<file path="src/rtl/tdm_pkg.sv">
// -----------------------------------------------------------------------------
// tdm_pkg
// Shared definitions for the TDM receive path.
//   - tdm_state_e   : lock-machine state encoding (HUNT, LOCKING, LOCKED)
//   - cnt_width()   : width of the slot counter for a given channel count
// -----------------------------------------------------------------------------
package tdm_pkg;

    typedef enum logic [1:0] {
        HUNT    = 2'b00,
        LOCKING = 2'b01,
        LOCKED  = 2'b10
    } tdm_state_e;

    // A single-channel frame still needs a 1-bit counter so the
    // counter logic stays uniform.
    function automatic int cnt_width(input int channels);
        if (channels <= 1) begin
            return 1;
        end
        return $clog2(channels);
    endfunction

endpackage : tdm_pkg

</file>
<file path="src/rtl/tdm_slot_counter.sv">
// -----------------------------------------------------------------------------
// tdm_slot_counter
// Wrap-around slot position counter for the TDM demultiplexer.
// Ports:
//   clk, rst_n  : clock and asynchronous active-low reset
//   advance     : step to the next slot, wrapping CHANNELS-1 -> 0
//   load_one    : treat the current slot as slot 0, so the next is slot 1
//                 (stays at 0 when CHANNELS = 1)
//   clear       : return to slot 0
//   cnt         : current slot position
//   is_first    : cnt == 0
//   is_last     : cnt == CHANNELS-1
// Priority when several controls are high: clear > load_one > advance.
// -----------------------------------------------------------------------------
module tdm_slot_counter
    import tdm_pkg::*;
#(
    parameter int CHANNELS = 4,
    parameter int CW       = cnt_width(CHANNELS)
) (
    input  logic          clk,
    input  logic          rst_n,
    input  logic          advance,
    input  logic          load_one,
    input  logic          clear,
    output logic [CW-1:0] cnt,
    output logic          is_first,
    output logic          is_last
);

    localparam logic [CW-1:0] LAST_VAL = CW'(CHANNELS - 1);
    localparam logic [CW-1:0] LOAD_VAL = (CHANNELS > 1) ? CW'(1) : '0;

    logic [CW-1:0] cnt_q;
    logic [CW-1:0] cnt_d;

    always_comb begin
        cnt_d = cnt_q;
        if (clear) begin
            cnt_d = '0;
        end else if (load_one) begin
            cnt_d = LOAD_VAL;
        end else if (advance) begin
            cnt_d = (cnt_q == LAST_VAL) ? '0 : cnt_q + CW'(1);
        end
    end

    always_ff @(posedge clk or negedge rst_n) begin
        if (!rst_n) begin
            cnt_q <= '0;
        end else begin
            cnt_q <= cnt_d;
        end
    end

    assign cnt      = cnt_q;
    assign is_first = (cnt_q == '0);
    assign is_last  = (cnt_q == LAST_VAL);

endmodule : tdm_slot_counter

</file>
<file path="src/rtl/tdm_demultiplexer.sv">
// -----------------------------------------------------------------------------
// tdm_demultiplexer
// Receive side of a TDM slot stream. Acquires frame alignment from FrameSync
// with a HUNT / LOCKING / LOCKED machine and, once locked, copies each slot
// word into that channel's holding register with a one-cycle strobe.
// Ports:
//   Clock, Reset_n : clock, asynchronous active-low reset
//   Enable         : gates slot acceptance; low freezes all state
//   SlotIn         : slot data word
//   SlotValid      : SlotIn / FrameSync valid this cycle
//   FrameSync      : marks slot 0 (qualified by SlotValid)
//   ChanOut        : holding registers, channel k at [k*WIDTH +: WIDTH]
//   ChanStrobe     : bit k pulses when channel k is written
//   FrameDone      : pulses with the write of channel CHANNELS-1
//   Locked         : high while in LOCKED
//   SyncError      : pulses on an alignment error
// All outputs are registered; one cycle of latency from accepted slot.
// -----------------------------------------------------------------------------
module tdm_demultiplexer
    import tdm_pkg::*;
#(
    parameter int CHANNELS    = 4,
    parameter int WIDTH       = 8,
    parameter int LOCK_FRAMES = 2
) (
    input  logic                      Clock,
    input  logic                      Reset_n,
    input  logic                      Enable,
    input  logic [WIDTH-1:0]          SlotIn,
    input  logic                      SlotValid,
    input  logic                      FrameSync,
    output logic [CHANNELS*WIDTH-1:0] ChanOut,
    output logic [CHANNELS-1:0]       ChanStrobe,
    output logic                      FrameDone,
    output logic                      Locked,
    output logic                      SyncError
);

    localparam int CW = cnt_width(CHANNELS);
    localparam int GW = $clog2(LOCK_FRAMES + 1);
    localparam logic [GW-1:0] GOOD_MAX = GW'(LOCK_FRAMES);

    tdm_state_e                state_q,       state_d;
    logic [GW-1:0]             good_q,        good_d;
    logic [CHANNELS*WIDTH-1:0] chan_out_q,    chan_out_d;
    logic [CHANNELS-1:0]       chan_strobe_q, chan_strobe_d;
    logic                      frame_done_q,  frame_done_d;
    logic                      locked_q,      locked_d;
    logic                      sync_error_q,  sync_error_d;

    logic          accept;
    logic          align_err;
    logic          cnt_advance;
    logic          cnt_load_one;
    logic          cnt_clear;
    logic [CW-1:0] cnt;
    logic          cnt_is_first;
    logic          cnt_is_last;

    tdm_slot_counter #(
        .CHANNELS (CHANNELS),
        .CW       (CW)
    ) u_slot_counter (
        .clk      (Clock),
        .rst_n    (Reset_n),
        .advance  (cnt_advance),
        .load_one (cnt_load_one),
        .clear    (cnt_clear),
        .cnt      (cnt),
        .is_first (cnt_is_first),
        .is_last  (cnt_is_last)
    );

    assign accept = Enable & SlotValid;

    // Sync must coincide exactly with slot 0: early sync or missing sync.
    assign align_err = (FrameSync & ~cnt_is_first) | (~FrameSync & cnt_is_first);

    always_comb begin
        state_d       = state_q;
        good_d        = good_q;
        chan_out_d    = chan_out_q;
        chan_strobe_d = '0;
        frame_done_d  = 1'b0;
        sync_error_d  = 1'b0;
        cnt_advance   = 1'b0;
        cnt_load_one  = 1'b0;
        cnt_clear     = 1'b0;

        case (state_q)
            HUNT: begin
                // Only a sync word can start acquisition; everything else is
                // silently discarded while hunting.
                if (accept && FrameSync) begin
                    state_d      = LOCKING;
                    good_d       = '0;
                    cnt_load_one = 1'b1;
                end
            end

            LOCKING, LOCKED: begin
                if (accept) begin
                    if (align_err) begin
                        sync_error_d = 1'b1;
                        good_d       = '0;
                        if (FrameSync) begin
                            // Early sync: re-align on this slot as slot 0.
                            state_d      = LOCKING;
                            cnt_load_one = 1'b1;
                        end else begin
                            state_d   = HUNT;
                            cnt_clear = 1'b1;
                        end
                    end else begin
                        cnt_advance = 1'b1;
                        if (state_q == LOCKED) begin
                            for (int k = 0; k < CHANNELS; k++) begin
                                if (cnt == CW'(k)) begin
                                    chan_out_d[k*WIDTH +: WIDTH] = SlotIn;
                                    chan_strobe_d[k]             = 1'b1;
                                end
                            end
                            frame_done_d = cnt_is_last;
                        end else if (cnt_is_last) begin
                            if (good_q < GOOD_MAX) begin
                                good_d = good_q + GW'(1);
                            end
                            if (good_d == GOOD_MAX) begin
                                state_d = LOCKED;
                            end
                        end
                    end
                end
            end

            default: begin
                state_d   = HUNT;
                good_d    = '0;
                cnt_clear = 1'b1;
            end
        endcase

        locked_d = (state_d == LOCKED);
    end

    always_ff @(posedge Clock or negedge Reset_n) begin
        if (!Reset_n) begin
            state_q       <= HUNT;
            good_q        <= '0;
            chan_out_q    <= '0;
            chan_strobe_q <= '0;
            frame_done_q  <= 1'b0;
            locked_q      <= 1'b0;
            sync_error_q  <= 1'b0;
        end else begin
            state_q       <= state_d;
            good_q        <= good_d;
            chan_out_q    <= chan_out_d;
            chan_strobe_q <= chan_strobe_d;
            frame_done_q  <= frame_done_d;
            locked_q      <= locked_d;
            sync_error_q  <= sync_error_d;
        end
    end

    assign ChanOut    = chan_out_q;
    assign ChanStrobe = chan_strobe_q;
    assign FrameDone  = frame_done_q;
    assign Locked     = locked_q;
    assign SyncError  = sync_error_q;

endmodule : tdm_demultiplexer

</file>
<file path="config.mk">
export PLATFORM = sky130hd
export DESIGN_NAME = tdm_demultiplexer
export DESIGN_NICKNAME = d
export VERILOG_FILES = /design/src/rtl/tdm_pkg.sv /design/src/rtl/tdm_slot_counter.sv /design/src/rtl/tdm_demultiplexer.sv
export SDC_FILE = /design/constraint.sdc
export NUM_CORES = 1
export LEC_CHECK = 0
export BUFFER_PORTS_ARGS = -buffer_cell sky130_fd_sc_hd__buf_2
export CAP_MARGIN = 20
export CORE_MARGIN = 3
export CORE_UTILIZATION = 40
export DETAILED_ROUTE_END_ITERATION = 6
export PLACE_DENSITY = 0.66
export REMOVE_ABC_BUFFERS = 1
export SLEW_MARGIN = 30
export SYNTH_ARGS = -nofsm -noshare
export SYNTH_HDL_FRONTEND = slang
export SYNTH_HIERARCHICAL = 1
export SYNTH_SLANG_ARGS = --single-unit
</file>
<file path="constraint.sdc">
create_clock -name Clock -period 2.8 [get_ports Clock]
set_input_delay 0.7 -clock Clock [delete_from_list [all_inputs] [get_ports Clock]]
set_output_delay 0.7 -clock Clock [all_outputs]
set_load 0.02 [all_outputs]
</file>
==> tab_implementation.tex <==
\begin{tabular}{lr}
\hline
Metric & Value \\
\hline
\multicolumn{2}{l}{\textbf{Clocking}} \\
Skew-Pair Late Insertion Delay & $\sim$300 ps \\
TritonCTS buffer count & 5 \\
Post-CTS setup repair buffer count & 0 \\
Count of instances resized after the clock tree is built & 0 \\
Reg clk slew, reported paths & 80 ps \\
Total of hold buffers inserted after clock tree synthesis & 0 \\
Bufs on Longest Clock Path & 2 \\
Total number of H-tree levels & 2 \\
Root Driver & clkbuf\_8 \\
CTS Sinks & 45 \\
Clock tree from TritonCTS & done \\
\multicolumn{2}{l}{\textbf{Timing}} \\
Top achievable clock speed & around 430 MHz \\
Worst-case clock skew & 10.7 ps \\
RSZ-0062 raised after global routing & false \\
Final setup vio count & 0 \\
Total count of hold-check failures in the final report & 0 \\
Worst Hold Slack & 473 ps \\
Slew @ Worst Pin & $\sim$560 ps \\
Part of the cycle the worst path needs & 83.3\% \\
Number of slew-limit violations in the final report & 0 \\
Rel. slew slack & 62.8\% \\
Clock period minus final worst setup slack & between 2000 and 2500 ps \\
Post-Route Setup TNS & 0 ps \\
\multicolumn{2}{l}{\textbf{Worst setup path}} \\
Library cell appearing most often on the critical path & ha\_1 \\
Buf+Inv Stages, Crit Path & 1 \\
Worst EP required & 2980 ps \\
Cell-by-cell listing of the critical path & inv\_1, ha\_1, ha\_1, nand4\_4, nor3\_4, mux2\_2 \\
Critical setup path kind & flop to flop \\
Arrival @ worst endpoint & between 2000 and 3000 ps \\
Critical path endpoint category & flop \\
Crit path max fanout & 9 \\
Family with the most delay on the worst path & adder cells \\
Worst-path cell with the longest stage delay & dfrtp\_1 \\
Setup crit start kind & flop \\
Slowest Stage Delay on Critical Path & roughly 520 ps \\
\multicolumn{2}{l}{\textbf{Final layout}} \\
Share of cells above drive strength 1 & 52.7\% \\
Commonest non-fill, non-tap cell in the layout & buf\_2 \\
\# nets final & 223 \\
Storage cell area & 1130 sq um \\
Layout Cell Area excl Fill & 2400 sq um \\
Filler cell count in the final layout & 397 \\
Final antenna diode count & 0 \\
Multi-input gate area & 759 sq um \\
Commonest cells after routing, fill and taps aside & 51 x buf\_2, 45 x dfrtp\_1, 34 x mux2\_2 \\
Area growth from synthesis to final layout & 23.7\% \\
\multicolumn{2}{l}{\textbf{Synth}} \\
Post-synthesis instance total & around 140 \\
Post-synthesis register bit count & 45 \\
Post-synthesis sequential area ratio & 58.0\% \\
Distinct cell type count of the synthesized netlist & 30 \\
Total standard cell area after synthesis & 1940 sq um \\
Mean area per synthesized cell & approximately 14 sq um \\
Number of warning messages in the yosys log & 6 \\
\multicolumn{2}{l}{\textbf{Global routing}} \\
Pin count of the biggest net entering global routing & between 40 and 50 \\
Number of global-route vias before repair & $\sim$1300 \\
Antenna violations before repair & 0 \\
Wire length of the first global-routing pass & a little over 6000 microns \\
GRT overflow & 0 \\
Total global-route track usage & 14.6\% \\
\multicolumn{2}{l}{\textbf{Route}} \\
Residual DRC count & 0 \\
Residual antenna-violating net count after detailed routing & 0 \\
Routed wire length & 3940 microns \\
Detailed Route Iter0 Violations & 69 \\
Ratio of routed vias to standard cells & 5.18 \\
Total vias in the final route & 1321 \\
Average routed wire per standard cell & 15.4 microns \\
Pre-antenna DRT Iters & 4 \\
\multicolumn{2}{l}{\textbf{Floorplanning}} \\
Core outline area & 4500 sq um \\
Die Span X & 75.7 microns \\
I/O pin total & 52 \\
Total die area & between 5000 and 6000 sq um \\
Initial Utilization & 43.1\% \\
Number of placement rows & 24 \\
Height of the die & approximately 76 microns \\
\multicolumn{2}{l}{\textbf{Power}} \\
Power density over the cells & 628 nW/um\^{}2 \\
Standby leakage power & 0.00133 uW \\
Post-layout power & 1510 uW \\
Largest voltage drop on the vdd net & approximately 0.00031 V \\
\multicolumn{2}{l}{\textbf{Worst hold path}} \\
Class of the most critical hold timing path & input pin to asynchronous set/reset pin \\
\multicolumn{2}{l}{\textbf{Placed design}} \\
Port Buffers & 51 \\
Area post-placement & 2290 sq um \\
Placer Congestion & 0.992 \\
DPL Wire Length & approximately 3000 microns \\
\multicolumn{2}{l}{\textbf{Job}} \\
Max-Cap Viols & 0 \\
\multicolumn{2}{l}{\textbf{Outcome}} \\
Run status & completed \\
\hline
\end{tabular}
## report_power, final
group	switching (uW)	internal (uW)	total (uW)
sequential	35.1	679	714
combinational	184	126	310
clock	214	268	482
## layer usage
layer / wire [microns] / GRT usage, % / vias to the layer above
li1: - / - / 620
met1: 1650 / 18.2 / 642
met3: 220 / 4.35 / 7
met5: 0 / 0 / -
met4: 70 / 5.44 / 0
met2: 1990 / 24.1 / 52
## final cells by class
cell class | instances | share of cell area [%]
clock inverters | 2 | 1.62
multi-input cells | 82 | 31.6
repair buffers | 56 | 12.2
flip-flops and latches | 45 | 46.9
well taps | 52 | 2.71
clock buffers | 6 | 3.02
inverters | 12 | 1.88
## cells in the mapped netlist
library cell / instances / area (sq um)
nor3b_1: 2 / 15.0
buf_4: 2 / 15.0
nand4_1: 1 / 6.26
mux2i_1: 1 / 10.0
and2_2: 1 / 7.51
a22oi_1: 1 / 7.51
a31oi_1: 2 / 12.5
a21boi_0: 1 / 7.51
nor2_1: 6 / 22.5
nand3b_1: 1 / 7.51
and3_2: 2 / 15.0
o221ai_1: 1 / 8.76
o21ai_0: 2 / 10.0
dfrtp_1: 45 / 1130
or3b_1: 1 / 8.76
nor2_2: 1 / 6.26
nand2_1: 3 / 11.3
and4b_2: 1 / 11.3
nand4_4: 1 / 21.3
mux2_2: 34 / 383
nand2b_1: 1 / 6.26
nor3_1: 4 / 20.0
o22ai_1: 1 / 6.26
a21oi_1: 3 / 15.0
nand3_1: 1 / 5.00
a31o_2: 1 / 8.76
nor3_4: 1 / 16.3
inv_1: 12 / 45.0
buf_2: 1 / 5.00
ha_1: 8 / 100
## kinds of logic (layout without fill, tap and decap cells)
family / Yosys count / in the layout / share of synthesized area (%)
compound gates: 12 / 12 / 3.93
fa+ha+maj: 8 / 8 / 5.16
buf+inv: 15 / 76 / 3.35
flops: 45 / 45 / 58.0
simple gates: 27 / 27 / 9.28
mux: 35 / 35 / 20.2
## registers in the layout (all words and copies together) (netlist names)
signal / count
ChanOut: 32
ChanStrobe: 4
good_q: 2
state_q: 2
u_slot_counter/cnt: 2
FrameDone: 1
Locked: 1
SyncError: 1
## worst reg2reg max path, cell delays in order (launching register included)
cell and delay [ps]:
dfrtp_1 520, inv_1 90, ha_1 240, ha_1 400, nand4_4 180, nor3_4 390, mux2_2 390
## through the flow
stage / util (%) / worst slack [ps] / instances
final: 53.3 / 469 / 255
after detailed placement: 50.8 / 427 / 247
after global routing: 53.3 / 322 / 255
after global placement: 50.8 / 484 / 247
after CTS: 53.3 / 453 / 255
after floorplan: - / 276 / 139
## worst paths after layout
| check | startpoint | to | slack [ps] | cells after the start |
|---|---|---|---|---|
| max in group asynchronous | Reset_n | ChanOut[6]$_DFFE_PN0P_ | 1950 | 2 |
| hold reg to reg | ChanOut[21]$_DFFE_PN0P_ | ChanOut[21]$_DFFE_PN0P_ | 510 | 1 |
| min in group Clock | ChanOut[21]$_DFFE_PN0P_ | ChanOut[21]$_DFFE_PN0P_ | 510 | 1 |
| hold / removal | Reset_n | ChanStrobe[2]$_DFF_PN0_ | 470 | 2 |
| setup reg to reg | u_slot_counter/cnt[0]$_DFFE_PN0P_ | ChanOut[0]$_DFFE_PN0P_ | 470 | 6 |
| setup / recovery | u_slot_counter/cnt[0]$_DFFE_PN0P_ | ChanOut[0]$_DFFE_PN0P_ | 470 | 6 |
(Power assumes the default switching activity.)
